--- config.mk ---
export PLATFORM = sky130hd
export DESIGN_NAME = if_stage
export DESIGN_NICKNAME = d
export VERILOG_FILES = /design/src/rtl/if_stage_pkg.sv /design/src/rtl/if_stage_pc_next_sel.sv /design/src/rtl/if_stage.sv
export SDC_FILE = /design/constraint.sdc
export NUM_CORES = 1
export LEC_CHECK = 0
export ABC_AREA = 1
export CAP_MARGIN = 25
export CORE_MARGIN = 4
export CORE_UTILIZATION = 38
export CTS_CLUSTER_DIAMETER = 150
export CTS_CLUSTER_SIZE = 10
export DETAILED_ROUTE_END_ITERATION = 6
export PLACE_DENSITY = 0.77
export SETUP_SLACK_MARGIN = 0.5
export SLEW_MARGIN = 0
export SYNTH_ARGS = -nofsm -noshare
export SYNTH_HDL_FRONTEND = slang
export SYNTH_SLANG_ARGS = --single-unit
--- constraint.sdc ---
create_clock -name clk -period 1.6 [get_ports clk]
set_input_delay 0.48 -clock clk [delete_from_list [all_inputs] [get_ports clk]]
set_output_delay 0.48 -clock clk [all_outputs]
set_load 0.02 [all_outputs]
--- src/rtl/if_stage_pkg.sv ---
// Shared fetch-stage definitions: hazard vector bit indices,
// bubble encoding, reset PC and the IF/ID bundle.
package if_stage_pkg;

  localparam int STALL_PC   = 0;
  localparam int STALL_IFID = 1;
  localparam int FLUSH_IFID = 0;
  localparam int FLUSH_IDEX = 1;

  // sll $0,$0,0
  localparam logic [31:0] NOP_WORD     = 32'h0000_0000;
  localparam logic [31:0] DEF_RESET_PC = 32'h0000_0000;

  typedef struct packed {
    logic [31:0] instr;
    logic [31:0] pc4;
    logic        valid;
  } if_id_t;

  function automatic logic [31:0] pc_plus4(
    input logic [31:0] pc
  );
    return pc + 32'd4;
  endfunction

endpackage

--- src/rtl/if_stage_pc_next_sel.sv ---
// Next-PC priority mux: branch, jump, hold, sequential.
// Purely combinational so the single-cycle core can reuse it.
module pc_next_sel
  import if_stage_pkg::*;
(
  input  logic [31:0] i_pc,
  input  logic        i_branch,
  input  logic [31:0] i_branch_target,
  input  logic        i_jump,
  input  logic [31:0] i_jump_target,
  input  logic        i_hold,
  output logic [31:0] o_next_pc
);

  // The branch in EX is older than the jump in ID, so it wins.
  always_comb begin
    o_next_pc = pc_plus4(i_pc);
    if (i_branch)
      o_next_pc = i_branch_target;
    else if (i_jump)
      o_next_pc = i_jump_target;
    else if (i_hold)
      o_next_pc = i_pc;
  end

endmodule

--- src/rtl/if_stage.sv ---
// Fetch stage: PC register, next-PC selection, imem request
// and the IF/ID pipeline register.
module if_stage
  import if_stage_pkg::*;
#(
  parameter logic [31:0] RESET_PC  = DEF_RESET_PC,
  parameter logic [31:0] NOP_INSTR = NOP_WORD
) (
  input  logic        clk,
  input  logic        reset,
  input  logic [4:0]  stall,
  input  logic [4:0]  flush,
  input  logic        ID_jump,
  input  logic [31:0] jump_target,
  input  logic        EX_branch_taken,
  input  logic [31:0] branch_target,
  output logic [31:0] imem_addr,
  input  logic [31:0] imem_rdata,
  input  logic        imem_ready,
  output logic [31:0] IF_ID_instr,
  output logic [31:0] IF_ID_pc4,
  output logic        IF_ID_valid,
  output logic [4:0]  IF_ID_rs,
  output logic [4:0]  IF_ID_rt
);

  logic [31:0] r_pc;
  if_id_t      r_ifid;
  logic [31:0] w_next_pc;
  logic [31:0] w_pc4;
  logic        w_redirect;
  logic        w_squash;
  logic        w_hold_pc;
  logic        w_unused;

  assign w_pc4      = pc_plus4(r_pc);
  assign w_redirect = EX_branch_taken | ID_jump;
  assign w_squash   = flush[FLUSH_IFID] | w_redirect;
  assign w_hold_pc  = stall[STALL_PC] | ~imem_ready;
  assign w_unused   = ^{stall[4:2], flush[4:1]};

  pc_next_sel u_pc_next_sel (
    .i_pc           (r_pc),
    .i_branch       (EX_branch_taken),
    .i_branch_target(branch_target),
    .i_jump         (ID_jump),
    .i_jump_target  (jump_target),
    .i_hold         (w_hold_pc),
    .o_next_pc      (w_next_pc)
  );

  always_ff @(posedge clk) begin
    if (reset) begin
      r_pc   <= RESET_PC;
      r_ifid <= '{instr: NOP_INSTR, pc4: 32'd0, valid: 1'b0};
    end else begin
      r_pc <= w_next_pc;
      if (w_squash) begin
        r_ifid <= '{instr: NOP_INSTR, pc4: 32'd0, valid: 1'b0};
      end else if (!stall[STALL_IFID]) begin
        if (imem_ready)
          r_ifid <= '{instr: imem_rdata, pc4: w_pc4,
                      valid: 1'b1};
        else
          r_ifid <= '{instr: NOP_INSTR, pc4: 32'd0,
                      valid: 1'b0};
      end
    end
  end

  assign imem_addr   = r_pc;
  assign IF_ID_instr = r_ifid.instr;
  assign IF_ID_pc4   = r_ifid.pc4;
  assign IF_ID_valid = r_ifid.valid;
  assign IF_ID_rs    = r_ifid.instr[25:21];
  assign IF_ID_rt    = r_ifid.instr[20:16];

endmodule

### After elaboration in Yosys (flattened, before gate mapping)

Cells that the tools add are included.

| operators by class | value |
|---|---|
| equal/unequal tests | 1 |
| $add $sub $neg | 1 |
| bitwise gates (word level) | 4 |
| mux-type cells | 4 |
| reduce and logical (&&, ||, !) cells | 1 |

Operators by type and width:

| cell | count |
|---|---|
| 32-bit 2-to-1 mux | 3 |
| 65-bit 2-to-1 mux | 1 |
| 32-bit by 3-bit adder with 32-bit output, second input constant | 1 |
| 3-bit inequality test, second input constant | 1 |
| 1-bit OR | 3 |
| 2-bit OR reduction | 1 |
| 1-bit NOT | 1 |

| storage, ports and cells | value |
|---|---|
| input bits | 111 |
| output and inout bits | 107 |
| logic and storage cells | 15 |
| register bits after elaboration | 97 |

### Longest topological paths before layout

| depth | value |
|---|---|
| depth after elaboration | 5 |
| depth in mapped cells | 12 |
| gate-level depth less buffers | 12 |

### Cells and area by module

A second synthesis with hierarchy kept.

| second synthesis, totals | value |
|---|---|
| cells, all modules | 935 |
| area total of the unflattened synthesis | 5920.7 sq um |

By module, submodules not included:

| module | area an instance (sq um) | cells an instance | sequential area each (sq um) | times used |
|---|---|---|---|---|
| if_stage | 4317.9 | 596 | 1941.9 | 1 |
| pc_next_sel | 1602.8 | 339 | 0.0 | 1 |

### Worst setup path before layout

No wires, ideal clock.

| timing path | value |
|---|---|
| path type | flip-flop to flip-flop |
| from | register r_pc[2] (netlist: imem_addr[2]) |
| to | register r_pc[30] (netlist: imem_addr[30]) |
| setup slack | -0.054 ns |
| data required time | 1.472 ns |
| arrival | 1.526 ns |
| clock period less this slack | 1.654 ns |
| cell stages (with the launch flop) | 13 |
| path through | dfxtp_1 ha_1 nand3_1 inv_2 nand2_4 nor2_1 nand2_1 nand2_1 nand2_1 nand2_1 nand2_1 nand2_1 a21oi_1 |

| on the way | value |
|---|---|
| word-level cells in the longest chain between the ends | 4 |

RTL lines:

| item | RTL line | RTL |
|---|---|---|
| start, declared | if_stage.sv:27 | `logic [31:0] r_pc;` |
| start signal, assigned | if_stage.sv:57 | `r_pc <= w_next_pc;` |
| 32-bit by 3-bit adder with 32-bit output | if_stage_pkg.sv:23 | `return pc + 32'd4;` |
| 32-bit 2-to-1 mux | if_stage_pc_next_sel.sv:22 | `else if (i_hold)` |
| 32-bit 2-to-1 mux | if_stage_pc_next_sel.sv:20 | `else if (i_jump)` |
| 32-bit 2-to-1 mux | if_stage_pc_next_sel.sv:18 | `if (i_branch)` |

No other way between the ends. The select of a mux whose other input is x is not followed.
A chain may end at the register's enable or synchronous reset.

### Worst setup path in the final report

| timing path | value |
|---|---|
| from | register r_pc[2] (netlist: imem_addr[2]) |
| to | register r_ifid (netlist bit IF_ID_pc4[12]) |

| on the way | value |
|---|---|
| word-level cells in the longest chain between the ends | 2 |

RTL lines:

| item | RTL line | RTL |
|---|---|---|
| 32-bit by 3-bit adder with 32-bit output | if_stage_pkg.sv:23 |  |
| 65-bit 2-to-1 mux | if_stage.sv:61 | `if (imem_ready)` |
| end signal, assigned | if_stage.sv:59 | `r_ifid <= '{instr: NOP_INSTR, pc4: 32'd0, valid: 1'b0};` |
| end signal, assigned | if_stage.sv:62 | `r_ifid <= '{instr: imem_rdata, pc4: w_pc4,` |
| end signal, assigned | if_stage.sv:65 | `r_ifid <= '{instr: NOP_INSTR, pc4: 32'd0,` |
| end, declared | if_stage.sv:28 | `if_id_t r_ifid;` |

No other way between the ends.

==> Flow_metrics.wiki <==
{| class="wikitable"
! Metric !! Value
|-
| Net switching share of the total power || about 30%
|-
| Global router's overall resource usage || between 20% and 30%
|-
| Required time of the critical path || 1.88 ns
|-
| Synth Area in Adders || 0.2595%
|-
| Max Fclk || 0.6325 GHz
|-
| Number of distinct library cells after synthesis || 33
|-
| Total negative setup slack || 0 ns
|-
| CTS Root Buffer Type || clkbuf_16
|-
| Total clock buffers created by CTS || 9
|-
| Static leakage || about 3.7 nW
|-
| Count of port buffers added during placement || 210
|-
| Total number of yosys warnings || 0
|-
| Max-slew violation count || 0
|-
| Setup crit start kind || flop
|-
| Register-to-Register Setup Slack || 0.02 ns
|-
| Area Overhead vs Synth || 92.73%
|-
| Overflow after GRT || 0
|-
| Classification of the worst setup path || reg -> reg
|-
| Simple-gate area share of the yosys netlist || 29.64%
|-
| Most area-hungry cell type in the Yosys netlist || dfxtp_1
|-
| Mean number of vias per cell || 5.262
|-
| Overall die area || 14550 um2
|-
| Setup repair after global routing missed its margin || yes
|-
| Synth area leaders || dfxtp_1 (40%), nand2_1 (13%), a21oi_1 (8.6%), nor2_1 (6.5%), a22oi_1 (5.5%)
|-
| Setup slack after layout || around 0.019 ns
|-
| Post-route core utilization || roughly 76%
|-
| Combinational family with the most area after synthesis || simple AND/OR/NAND/NOR gates
|-
| Leading cell type in the layout, fill and taps excluded || nand2_1
|-
| WHS Path Cells || 2
|-
| Cell-internal power || 4.328 mW
|-
| Combinational share of power || between 20% and 30%
|-
| Core Rows || 40
|-
| Biggest fanout along the worst timing path || 5
|-
| TritonCTS clock tree || yes
|-
| Count of nets left with antenna violations after detail routing || 0
|-
| Instance count of the mapped netlist || a little under 700
|-
| Post-synthesis xor/xnor area fraction || 2.543%
|-
| Clock group share of total power || ~33%
|-
| Wire length of the first global-routing pass || between 20 and 30 mm
|-
| Source-to-sink clock delay at the later pin of the worst-skew pair || around 0.35 ns
|-
| Final layout net count || around 1100
|-
| Chain of cells forming the critical path || ha_4, nand3_4, inv_6, nand2_8, nor2_4, buf_6, xnor2_2, or2_1, a21oi_1
|-
| Number of ports placed on the die boundary || between 200 and 250
|-
| DR WL/cell || about 18 um
|-
| Total area of sequential cells || between 2000 and 2500 um2
|-
| Drt total wl || 20.47 mm
|-
| Number of buffer and inverter instances along the worst setup path || 2
|-
| Net switching power || between 1.5 and 2 mW
|-
| Max-Slew Margin vs Limit || about three quarters
|-
| Residual DRC || 0
|-
| Pwr/cell area || around 660 nW/um2
|-
| Destination of the worst register-to-register timing path || IF_ID_pc4[12]$_SDFFE_PP0N_
|-
| Largest stage delay, worst path || roughly 0.4 ns
|-
| Initial detailed-routing violation count || 561
|-
| Die boundary width || 120.6 um
|-
| Initial antenna violation count || 3
|-
| Mean Syn Cell Area || roughly 7.0 um2
|-
| WP depth || 9
|-
| Transition time at the pin with the least slew margin || ~0.40 ns
|-
| Post-DP HPWL || 12.41 mm
|-
| Signal arrival time at the worst endpoint || roughly 1.9 ns
|-
| Via count || 5957
|-
| Cell with the largest stage delay on the worst path || dfxtp_4
|-
| Launch point of the worst path || imem_addr[2]$_SDFFE_PP0P_
|-
| Clock Path Buffers || 2
|-
| Share of Yosys cell area claimed by the top area cell type || 40.28%
|-
| Relative contribution of sequential cells to total power || approximately 43%
|-
| Number of optimization iterations in the first detailed-route pass || 5
|-
| Portion of netlist area occupied by mux cells || 0%
|-
| Synthesized-area fraction occupied by ao, oa, aoi and oai cells || 19.98%
|-
| Worst voltage drop across the vdd grid || ~0.50 mV
|-
| Initial core utilization || between 30% and 40%
|-
| H-tree depth || 3
|-
| Minimum period implied by the final worst setup slack || 1.581 ns
|-
| Setup clock skew after layout || between 0.007 and 0.008 ns
|-
| Termination of the worst setup path || IF_ID_pc4[12]$_SDFFE_PP0N_
|-
| Via count of the first global-routing pass || around 5600
|-
| Multi-input logic area || around 3200 um2
|-
| Type of the most critical hold path || reg -> reg
|-
| Worst slack at placement || -0.3798 ns
|-
| Startpoint of the worst register-to-register path || imem_addr[2]$_SDFFE_PP0P_
|-
| Max Cap Viol || 0
|-
| # fillers || about 830
|-
| Critical Path Sink Type || flop
|-
| Placer Congestion || 0.9159
|-
| Final worst path period share || a little over nine tenths
|-
| Synthesis-stage register bit count || between 90 and 100
|-
| Fraction of final layout cells with drive strength greater than 1 || 51.51%
|-
| Worst-case reg-to-reg path depth || 9
|-
| Dominant delay contributor by cell family on the critical path || simple AND/OR/NAND/NOR gates
|-
| Clock input transition at the sequential cells of the worst setup and hold paths || 0.07 ns
|-
| Placeable Area || roughly 12000 um2
|-
| Number of setup violations in the final report || 0
|-
| Run status || completed
|-
| Maximum number of pins on one net before global-route repair || 37
|-
| Share of synthesized area occupied by flip-flops and latches || around two fifths
|-
| Number of hold-slack violations in the final timing report || 0
|-
| Number of clock sinks seen by CTS || 97
|-
| Commonest non-fill, non-tap cells in the layout || nand2_1 (144), buf_6 (117), clkdlybuf4s50_1 (96)
|-
| Die height || between 100 and 150 um
|-
| Area of the mapped netlist || 4821 um2
|-
| Syn nets || between 800 and 900
|}
==> how the worst min path moves through the flow <==
stage,start,to,slack (ns)
6_report,IF_ID_pc4[12]$_SDFFE_PP0N_,IF_ID_pc4[12]$_SDFFE_PP0N_,0.48
5_1_grt,IF_ID_pc4[12]$_SDFFE_PP0N_,IF_ID_pc4[12]$_SDFFE_PP0N_,0.49
4_1_cts,IF_ID_pc4[12]$_SDFFE_PP0N_,IF_ID_pc4[12]$_SDFFE_PP0N_,0.47
3_5_place_dp,IF_ID_pc4[12]$_SDFFE_PP0N_,IF_ID_pc4[12]$_SDFFE_PP0N_,0.46
3_3_place_gp,IF_ID_pc4[31]$_SDFFE_PP0N_,IF_ID_pc4[31]$_SDFFE_PP0N_,0.45
2_1_floorplan,imem_addr[2]$_SDFFE_PP0P_,imem_addr[2]$_SDFFE_PP0P_,0.52
==> per-layer routing <==
layer,routed length [um],global-route usage (%)
met5,0,0
met4,582,10.20
met3,1495,3.742
met2,10200,40.38
met1,8192,30.74
==> per-stage QoR <==
| step | hold slack, ns | area (um2) | instances | power [mW] |
|---|---|---|---|---|
| floorplan | 0.5170 | 5236 | 689 | 3.221 |
| global placement | 0.4549 | 7473 | 1047 | 3.799 |
| detailed placement | 0.4584 | 7473 | 1047 | 3.803 |
| finish | 0.4752 | 9291 | 1132 | 6.164 |
| global route | 0.4902 | 9291 | 1132 | 6.393 |
| CTS | 0.4729 | 8388 | 1094 | 5.928 |
==> state kept, by name, indices dropped and copies added (netlist names) <==
name / cells
IF_ID_valid: 1
IF_ID_pc4: 32
imem_addr: 32
IF_ID_instr: 32
==> kinds of logic (layout without fill, tap and decap cells) <==
logic type | Yosys count | in the layout
compound gates | 170 | 170
fa+ha+maj | 1 | 1
other cells | 0 | 3
buf+inv | 80 | 352
flops | 97 | 97
simple gates | 327 | 327
xor+xnor | 14 | 14
==> cells in the mapped netlist, drive strengths merged <==
| cell | n |
|---|---|
| or2 | 21 |
| nor3 | 1 |
| o21ai | 41 |
| inv | 28 |
| a31oi | 3 |
| and2 | 2 |
| a21oi | 84 |
| o21bai | 1 |
| o21a | 1 |
| o211ai | 5 |
| ha | 1 |
| nand4 | 1 |
| dfxtp | 97 |
| nand3b | 7 |
| buf | 26 |
| a22oi | 35 |
| xor2 | 3 |
| clkbuf | 26 |
| nor2 | 93 |
| nand2 | 179 |
| nand3 | 23 |
| xnor2 | 11 |
==> area by class of cell <==
| class | count | share of cell area (%) |
|---|---|---|
| Clock inverter | 6 | 0.4579 |
| Timing Repair Buffer | 309 | 35.98 |
| Inverter | 28 | 1.320 |
| Clock buffer | 9 | 2.424 |
| Antenna cell | 3 | 0.08080 |
| Multi-Input combinational cell | 512 | 34.43 |
| Sequential cell | 97 | 23.04 |
| Tap cell | 168 | 2.262 |
==> power groups by stage <==
stage / Clock, mW / Combinational, mW / Sequential [mW]
finish: 2.06 / 1.48 / 2.63
global route: 2.18 / 1.58 / 2.64
CTS: 2.04 / 1.26 / 2.62
detailed placement: 0 / 1.13 / 2.67
global placement: 0 / 1.13 / 2.67
floorplan: 0 / 0.483 / 2.74
==> timing repair <==
| item | 4_1_cts | 5_1_grt |
|---|---|---|
| endpoints found under the setup margin | 204 | 204 |
| pin swaps | 15 | 22 |
| hold buffers | 0 | 0 |
| gates cloned | 2 | 8 |
| gates resized for setup | 750 | 143 |
| buffers inserted | 30 | 27 |
==> worst min-delay path: stages, from the launching register on <==
cell and delay, ns:
dfxtp_2 0.33, nand2_1 0.06, a21oi_1 0.06
Note: power is estimated with default switching activity, not from simulation.
